## config.mk

```make
export PLATFORM = sky130hd
export DESIGN_NAME = serial_adder_flat
export DESIGN_NICKNAME = d
export VERILOG_FILES = /design/src/rtl/serial_adder_if.sv /design/src/rtl/serial_adder.sv /design/src/flat_wrapper.sv
export SDC_FILE = /design/constraint.sdc
export NUM_CORES = 1
export LEC_CHECK = 0
export CAP_MARGIN = 25
export CORE_ASPECT_RATIO = 2
export CORE_MARGIN = 4
export CORE_UTILIZATION = 45
export DETAILED_ROUTE_END_ITERATION = 8
export GPL_TIMING_DRIVEN = 0
export PLACE_DENSITY = 0.86
export SYNTH_ARGS = -nofsm -noshare
export SYNTH_HDL_FRONTEND = slang
export SYNTH_SLANG_ARGS = --single-unit
```

## constraint.sdc

```tcl
create_clock -name clk -period 1.55 [get_ports clk]
set_input_delay 0.31 -clock clk [delete_from_list [all_inputs] [get_ports clk]]
set_output_delay 0.31 -clock clk [all_outputs]
set_load 0.02 [all_outputs]
```

## src/rtl/serial_adder_if.sv

```systemverilog
`default_nettype none
// ============================================================================
//  Module      : serial_adder_if
//  Description : Operand-request / result-response handshake bundle for the
//                bit-serial adder. The master drives operands and accepts
//                results. The slave (the adder) does the reverse.
//  Revision    : 1.0  initial release
// ============================================================================
interface serial_adder_if #(
    parameter int WIDTH = 8
);
    logic             in_valid;
    logic             in_ready;
    logic [WIDTH-1:0] a;
    logic [WIDTH-1:0] b;
    logic             cin;
    logic             out_valid;
    logic             out_ready;
    logic [WIDTH-1:0] sum;
    logic             cout;
    logic             busy;

    modport master (
        output in_valid, a, b, cin, out_ready,
        input  in_ready, out_valid, sum, cout, busy
    );

    modport slave (
        input  in_valid, a, b, cin, out_ready,
        output in_ready, out_valid, sum, cout, busy
    );
endinterface
`default_nettype wire

```

## src/rtl/serial_adder.sv

```systemverilog
`default_nettype none
// ============================================================================
//  Module      : serial_adder
//  Description : Bit-serial unsigned adder. It captures two WIDTH-bit operands
//                and a carry-in, then adds them LSB-first through one
//                full-adder slice, one bit per clock. It returns the sum and
//                carry-out over a valid/ready handshake.
//  Revision    : 1.0  initial release
// ============================================================================
module serial_adder #(
    parameter int WIDTH = 8
) (
    input  wire logic         clk,
    input  wire logic         rst,
    serial_adder_if.slave     bus
);

    localparam int CNT_W = (WIDTH > 1) ? $clog2(WIDTH) : 1;

    localparam logic [1:0]       c_idle = 2'd0;
    localparam logic [1:0]       c_run  = 2'd1;
    localparam logic [1:0]       c_done = 2'd2;
    localparam logic [CNT_W-1:0] c_last = CNT_W'(WIDTH - 1);
    localparam logic [CNT_W-1:0] c_one  = CNT_W'(1);

    logic [1:0]       r_state;
    logic [WIDTH-1:0] r_a_sr;
    logic [WIDTH-1:0] r_b_sr;
    logic [WIDTH-1:0] r_sum_sr;
    logic             r_carry;
    logic [CNT_W-1:0] r_cnt;

    logic [1:0]       w_fa;
    logic [WIDTH-1:0] w_sum_next;

    // Single-bit full adder: returns {carry_out, sum}.
    function automatic logic [1:0] full_add(input logic x, input logic y, input logic ci);
        return {(x & y) | (y & ci) | (ci & x), x ^ y ^ ci};
    endfunction

    assign w_fa = full_add(r_a_sr[0], r_b_sr[0], r_carry);

    // The new sum bit enters at the MSB, so after WIDTH shifts bit 0 is the LSB.
    generate
        if (WIDTH == 1) begin : g_sum_w1
            assign w_sum_next = w_fa[0];
        end else begin : g_sum_wn
            assign w_sum_next = {w_fa[0], r_sum_sr[WIDTH-1:1]};
        end
    endgenerate

    // Control FSM and serial datapath: capture in IDLE, shift in RUN, hold in DONE.
    always_ff @(posedge clk or posedge rst) begin
        if (rst) begin
            r_state  <= c_idle;
            r_a_sr   <= '0;
            r_b_sr   <= '0;
            r_sum_sr <= '0;
            r_carry  <= 1'b0;
            r_cnt    <= '0;
        end else begin
            case (r_state)
                c_idle: begin
                    if (bus.in_valid) begin
                        r_a_sr   <= bus.a;
                        r_b_sr   <= bus.b;
                        r_carry  <= bus.cin;
                        r_cnt    <= '0;
                        r_sum_sr <= '0;
                        r_state  <= c_run;
                    end
                end
                c_run: begin
                    r_carry  <= w_fa[1];
                    r_sum_sr <= w_sum_next;
                    r_a_sr   <= r_a_sr >> 1;
                    r_b_sr   <= r_b_sr >> 1;
                    r_cnt    <= r_cnt + c_one;
                    if (r_cnt == c_last) begin
                        r_state <= c_done;
                    end
                end
                c_done: begin
                    // The result stays registered until the next accept, even after it is consumed.
                    if (bus.out_ready) begin
                        r_state <= c_idle;
                    end
                end
                default: begin
                    r_state <= c_idle;
                end
            endcase
        end
    end

    assign bus.in_ready  = (r_state == c_idle);
    assign bus.out_valid = (r_state == c_done);
    assign bus.busy      = (r_state == c_run) || (r_state == c_done);
    assign bus.sum       = r_sum_sr;
    assign bus.cout      = r_carry;

endmodule
`default_nettype wire

```

## src/flat_wrapper.sv

```systemverilog
// flat-port wrapper written by rule: the top's interface ports become plain ports
module serial_adder_flat 
#(
    parameter int WIDTH = 8
)
  (clk, rst, bus_in_valid, bus_a, bus_b, bus_cin, bus_out_ready, bus_in_ready, bus_out_valid, bus_sum, bus_cout, bus_busy);
  serial_adder_if #(.WIDTH(WIDTH)) bus_i ();
  input  wire logic clk;
  input  wire logic rst;
  input wire logic [$bits(bus_i.in_valid)-1:0] bus_in_valid;
  input wire logic [$bits(bus_i.a)-1:0] bus_a;
  input wire logic [$bits(bus_i.b)-1:0] bus_b;
  input wire logic [$bits(bus_i.cin)-1:0] bus_cin;
  input wire logic [$bits(bus_i.out_ready)-1:0] bus_out_ready;
  output wire logic [$bits(bus_i.in_ready)-1:0] bus_in_ready;
  output wire logic [$bits(bus_i.out_valid)-1:0] bus_out_valid;
  output wire logic [$bits(bus_i.sum)-1:0] bus_sum;
  output wire logic [$bits(bus_i.cout)-1:0] bus_cout;
  output wire logic [$bits(bus_i.busy)-1:0] bus_busy;
  assign bus_i.in_valid = bus_in_valid;
  assign bus_i.a = bus_a;
  assign bus_i.b = bus_b;
  assign bus_i.cin = bus_cin;
  assign bus_i.out_ready = bus_out_ready;
  assign bus_in_ready = bus_i.in_ready;
  assign bus_out_valid = bus_i.out_valid;
  assign bus_sum = bus_i.sum;
  assign bus_cout = bus_i.cout;
  assign bus_busy = bus_i.busy;
  serial_adder #(.WIDTH(WIDTH)) u_core (.clk(clk), .rst(rst), .bus(bus_i));
endmodule
```

==> results of run 1 <==
-- power breakdown --
| group | switching (mW) | leakage (nW) | internal (mW) | total [mW] |
|---|---|---|---|---|
| Combinational | 1.10 | 0.509 | 0.960 | 2.06 |
| Sequential | 0.210 | 0.385 | 1.10 | 1.31 |
| Clock | 0.269 | 0.0482 | 0.357 | 0.626 |
-- stage by stage --
step / cells / power [mW] / utilization
after CTS: 197 / 4.00 / 0.618
after detailed placement: 189 / 3.41 / 0.593
after global routing: 197 / 4.31 / 0.624
after global placement: 188 / 3.32 / 0.584
after floorplan: 125 / 2.86 / -
final: 197 / 4.00 / 0.624
-- worst max path at each step --
stage | cells after the start | from | to
finish | 5 | u_core.r_cnt[0] | u_core.r_state[1]
global route | 5 | u_core.r_cnt[0] | u_core.r_state[1]
CTS | 3 | u_core.r_state[1] | bus_in_ready
detailed placement | 3 | u_core.r_state[0] | bus_in_ready
global placement | 3 | u_core.r_state[0] | bus_in_ready
floorplan | 5 | u_core.r_state[0] | u_core.r_state[1]
-- synthesized netlist by cell type, drive strengths merged --
cell and count:
a21oi 2, a22o 10, a31oi 2, and3 2, buf 7, dfrtp 30, fa 1, ha 5
inv 8, mux2 2, mux2i 15, nand2 18, nand2b 2, nor2b 2, o211ai 1, o21ai 18
-- critical path: stages (launching register included) --
cell                       delay [ns]
sky130_fd_sc_hd__dfrtp_1         0.38
sky130_fd_sc_hd__ha_1            0.21
sky130_fd_sc_hd__ha_1            0.20
sky130_fd_sc_hd__nand2b_4        0.15
sky130_fd_sc_hd__o211ai_1        0.08
sky130_fd_sc_hd__mux2_2          0.35
-- layer usage --
layer | vias to the layer above | track usage | wire, microns
met3 | 5 | 0.0451 | 118
met4 | 0 | 0.0662 | 57
met1 | 518 | 0.136 | 980
li1 | 522 | - | -
met2 | 22 | 0.286 | 1690
met5 | - | 0 | 0
-- kinds of logic (layout without fill, tap and decap cells) --
kind of cell             after synthesis  in the layout  share of synthesized area
AO/OA/AOI/OAI                         33             33                      0.177
AND/OR/NAND/NOR                       24             24                     0.0820
adder cells (fa/ha/maj)                6              6                     0.0552
multiplexers                          17             17                      0.118
flip-flops                            30             30                      0.502
buffers and inverters                 15             56                     0.0661
-- flip-flops by register name, indices dropped and copies added, names as in the netlist --
name / flops
u_core.bus.cout: 1
u_core.bus.sum: 8
u_core.r_a_sr: 8
u_core.r_b_sr: 8
u_core.r_cnt: 3
u_core.r_state: 2
-- layout make-up --
type / instances / share of cell area
Inverter: 8 / 0.0151
Sequential cell: 30 / 0.377
Tap cell: 31 / 0.0195
Multi-Input combinational cell: 80 / 0.345
Timing Repair Buffer: 33 / 0.161
Clock buffer: 7 / 0.0433
Clock inverter: 1 / 0.00251
Buffer: 7 / 0.0364
-- repair_timing --
item / CTS / global route
gates resized for setup: 20 / 9
pin swaps: 0 / 0
endpoints found under the setup margin: 17 / 29
hold buffers: 0 / 0
==> results_dict.tcl, run 1 <==
set metrics [dict create \
    gp_congestion 0.752 \
    syn-num-nets 152 \
    dp_hpwl_microns 2230 \
    area.sequential_sq_um 752 \
    final_design_area_no_fill_sq_mm 0.00199 \
    crit_path_start_kind "flop" \
    synth_cell_types 22 \
    yosys_register_bits 30 \
    type_of_the_worst_setup_path "flop to flop" \
    finalSetupViolCount 0 \
    regToRegEndpoint "u_core.r_state[1]" \
    fillers 265 \
    worstMarginPinSlew_ns 0.570 \
    post_route_cells_drive_above_1_share 0.301 \
    fin_worst_skew_ns 0.00658 \
    worst_slack_ns 0.0631 \
    cts_max_path_buffers 2 \
    floorplan.initialDensity 0.468 \
    holdCritPathClass "primary input to async pin" \
    drt_pre_antenna_iters 4 \
    cp_data_arrival_time_ns 1.64 \
    setup_tns_ns 0 \
    die_x_microns 48.8 \
    io_pins 33 \
    power.leakage_nw 0.943 \
    largest_net_degree_at_the_start_of_global_routing 19 \
    numCtsBuffers 5 \
    max-slew-margin-rel 0.619 \
    place_ws_ns -0.117 \
    grt-ovfl-total 0 \
    detailed_place.area_sq_mm 0.00189 \
    crit_path_end_kind "flop" \
    drt-wirelength-per-cell_microns 14.5 \
    timing_hold_violations_final 0 \
    post-route-drc-count 0 \
    post_synth_inst_count 125 \
    number_of_global_route_vias_before_repair 1168 \
    die_h_microns 89.5 \
    synth.yosys.seq_area_share 0.502 \
    multi_input_area_sq_um 687 \
    tritoncts_clock_tree "built" \
    ff2ff_path_depth 5 \
    via_count_of_the_routed_design 1067 \
    std_cell_rows 29 \
    highest_fanout_seen_on_the_critical_path 3 \
    drv.max_cap_violation_count 0 \
    final_period_minus_worst_setup_slack_ns 1.49 \
    most-common-layout-cells "sky130_fd_sc_hd__dfrtp_1, sky130_fd_sc_hd__clkdlybuf4s50_1, sky130_fd_sc_hd__o21ai_2" \
    area_growth_syn_to_layout_pct 33.3 \
    run_status "complete, no violations" \
    worst-r2r-setup-slack_ns 0.06 \
    regToRegStartpoint "u_core.r_cnt[0]" \
    totalWireLength_microns 2850 \
    grt_first_pass_wirelength_microns 4970 \
    post_synth_main_area_contributors "sky130_fd_sc_hd__dfrtp_1, sky130_fd_sc_hd__mux2i_1, sky130_fd_sc_hd__o21ai_2" \
    final_worst_path_cycle_share 0.959 \
    data_required_time_at_the_worst_endpoint_ns 1.71 \
    route.antenna.remaining_nets 0 \
    drtIter0Drc 14 \
    cts_htree_levels 2 \
    grtUsageTotal 0.147 \
    synth-warning-count 0 \
    syn_avg_cell_area_sq_um 12.0 \
    pwr_density_cell_mw_per_mm2 2010 \
    timing.final.max_slew_violations 0 \
    vdd_ir_drop_max_mv 1.09 \
    finalHoldWorstSlack_ns 0.384 \
    grt_antenna_before_repair 0 \
    post-synth-top-area-fraction 0.502 \
    route.detailed.vias_per_inst 5.42 \
    cts_setup_buffers 0 \
    antenna_cells 0 \
    core_region_area_sq_mm 0.00319 \
    most_frequent_standard_cell_in_the_layout_excluding_fill_and_tap_cells "sky130_fd_sc_hd__dfrtp_1" \
    clock_latency_ns 0.28 \
    synth_largest_area_cell "sky130_fd_sc_hd__dfrtp_1" \
    synth.cell_area_sq_mm 0.00150 \
    die_area_sq_mm 0.00437 \
    portBuffers 32 \
    design.final.nets 192 \
    achievable-frequency_mhz 673 \
    cts_root_buffer "sky130_fd_sc_hd__clkbuf_8" \
    clkSlewWorstSetupHoldPaths_ns 0.06 \
    cts_sinks 30 \
]
Power figures use the tool's default switching activity.
==> run 2: changes to the inputs <==
==> constraint.sdc (replaced) <==
create_clock -name clk -period 1.55 [get_ports clk]
set_input_delay 0.155 -clock clk [delete_from_list [all_inputs] [get_ports clk]]
set_output_delay 0.155 -clock clk [all_outputs]
set_load 0.02 [all_outputs]
==> run 2 against run 1 <==
Against the previous run:
- final cell count unchanged
- core utilization up 0.94 points
- first-iteration DRC count up 36%
- critical path depth unchanged
- global-route usage about the same
- die area unchanged
- sequential power about the same
- worst setup slack about the same
- design area up 1.5%
- clock skew about the same
- via count down 0.19%
- clock power about the same
- critical endpoint unchanged
- highest routed layer unchanged
==> results_dict.tcl, run 2 (synthesized netlist as in run 1, its figures left out) <==
set metrics [dict create \
    fin_worst_skew_ns 0.00658 \
    slowest_stage "sky130_fd_sc_hd__dfrtp_1" \
    cp_num_buf_inv 0 \
    via_count_of_the_routed_design 1065 \
    cp_data_arrival_time_ns 1.64 \
    tritoncts_clock_tree "built" \
    finalSetupViolCount 0 \
    vdd_ir_drop_max_mv 1.10 \
    cts_max_path_buffers 2 \
    pwr_density_cell_mw_per_mm2 2020 \
    final_design_area_no_fill_sq_mm 0.00202 \
    std_cell_rows 29 \
    gp_congestion 0.752 \
    timing_hold_violations_final 0 \
    finalHoldWorstSlack_ns 0.229 \
    number_of_global_route_vias_before_repair 1166 \
    cts_sinks 30 \
    holdCritPathClass "primary input to async pin" \
    data_required_time_at_the_worst_endpoint_ns 1.71 \
    achievable-frequency_mhz 673 \
    core_region_area_sq_mm 0.00319 \
    area_growth_syn_to_layout_pct 35.3 \
    largest_net_degree_at_the_start_of_global_routing 19 \
    critPathTopFamily "adder cells" \
    io_pins 33 \
    most-common-layout-cells "sky130_fd_sc_hd__dfrtp_1, sky130_fd_sc_hd__clkdlybuf4s50_1, sky130_fd_sc_hd__o21ai_2" \
    drtIter0Drc 19 \
    type_of_the_worst_setup_path "flop to flop" \
    final_worst_path_cycle_share 0.959 \
    final_period_minus_worst_setup_slack_ns 1.49 \
    drv.max_cap_violation_count 0 \
    drt_pre_antenna_iters 4 \
    highest_fanout_seen_on_the_critical_path 3 \
    dp_hpwl_microns 2230 \
    grt_first_pass_wirelength_microns 4960 \
    die_area_sq_mm 0.00437 \
    crit_path_cell_trace "ha_1 -> ha_1 -> nand2b_4 -> o211ai_1 -> mux2_2" \
    run_status "complete, no violations" \
    crit_path_end_kind "flop" \
    antenna_cells 0 \
    totalWireLength_microns 2860 \
    route.antenna.remaining_nets 0 \
    clkSlewWorstSetupHoldPaths_ns 0.06 \
    post-route-drc-count 0 \
    cts_root_buffer "sky130_fd_sc_hd__clkbuf_8" \
    timing.final.max_slew_violations 0 \
    die_h_microns 89.5 \
    detailed_place.area_sq_mm 0.00189 \
    max-slew-margin-rel 0.619 \
    finish.utilization 0.634 \
    post_route_cells_drive_above_1_share 0.283 \
    power.leakage_nw 0.910 \
    overall_power_of_the_completed_layout_mw 4.09 \
    cts_htree_levels 2 \
    drt-wirelength-per-cell_microns 14.5 \
    clock_latency_ns 0.28 \
    grt-ovfl-total 0 \
    worstMarginPinSlew_ns 0.570 \
    crit_path_start_kind "flop" \
    worst_path_largest_cell_delay_ns 0.38 \
    floorplan.initialDensity 0.468 \
    route.detailed.vias_per_inst 5.41 \
    grt_antenna_before_repair 0 \
    design.final.nets 192 \
    die_x_microns 48.8 \
    cp_common_cell "sky130_fd_sc_hd__ha_1" \
    grtUsageTotal 0.147 \
    most_frequent_standard_cell_in_the_layout_excluding_fill_and_tap_cells "sky130_fd_sc_hd__dfrtp_1" \
    portBuffers 32 \
    numCtsBuffers 5 \
]
[run 2: area by class of cell]
cell class / count / area [sq um]
Inverter: 8 / 30.0
Multi-Input combinational cell: 80 / 691
Clock buffer: 7 / 86.3
Sequential cell: 30 / 751
Buffer: 7 / 75.1
Fill cell: 249 / 1170
Timing Repair Buffer: 33 / 347
Clock inverter: 1 / 5.00
Tap cell: 31 / 38.8
[run 2: worst reg2reg max path: stages, from the launching register on]
cell and delay [ns]:
sky130_fd_sc_hd__dfrtp_1 0.38, sky130_fd_sc_hd__ha_1 0.21, sky130_fd_sc_hd__ha_1 0.20, sky130_fd_sc_hd__nand2b_4 0.15, sky130_fd_sc_hd__o211ai_1 0.08, sky130_fd_sc_hd__mux2_2 0.35
[run 2: final timing paths]
check / startpoint / to / slack [ns] / cells past startpoint
worst max register to register: u_core.r_cnt[0] / u_core.r_state[1] / 0.06 / 5
worst min-delay path: rst / u_core.r_a_sr[1] / 0.23 / 2
min in group clk: u_core.r_b_sr[1] / u_core.r_b_sr[1] / 0.48 / 2
worst min register to register: u_core.r_b_sr[1] / u_core.r_b_sr[1] / 0.48 / 2
max in group asynchronous: rst / u_core.r_state[0] / 0.83 / 3
worst max-delay path: u_core.r_cnt[0] / u_core.r_state[1] / 0.06 / 5
[run 2: power by group]
part	total [mW]	internal (mW)	switching, mW
Clock	0.626	0.357	0.269
Combinational	2.14	1.04	1.10
Sequential	1.32	1.10	0.215
Total	4.09	2.50	1.59
[run 2: stage by stage]
step | setup TNS [ns] | std cells | worst slack [ns]
final | 0 | 197 | 0.0631
after global routing | -0.0114 | 197 | -0.0114
after CTS | 0 | 197 | 0.00906
after detailed placement | -0.167 | 189 | -0.0485
after global placement | 0 | 188 | 0.00769
after floorplan | 0 | 125 | 0.0522
[run 2: repair_timing]
action                     CTS  global route
gates resized for setup      5            10
setup buffers                0             0
setup endpoints to repair    8            28
hold buffers                 0             0
[run 2: metal layers]
| layer | vias up | GRT usage | wire (microns) |
|---|---|---|---|
| li1 | 522 | - | - |
| met1 | 516 | 0.135 | 986 |
| met2 | 22 | 0.286 | 1700 |
| met3 | 5 | 0.0451 | 117 |
| met4 | 0 | 0.0662 | 57 |
| met5 | - | 0 | 0 |
==> run 3: changes to the inputs <==
Settings changed: GPL_ROUTABILITY_DRIVEN set to 0.
==> results of run 3 <==
Final layout, timing and power as in run 2 (identical DEF).
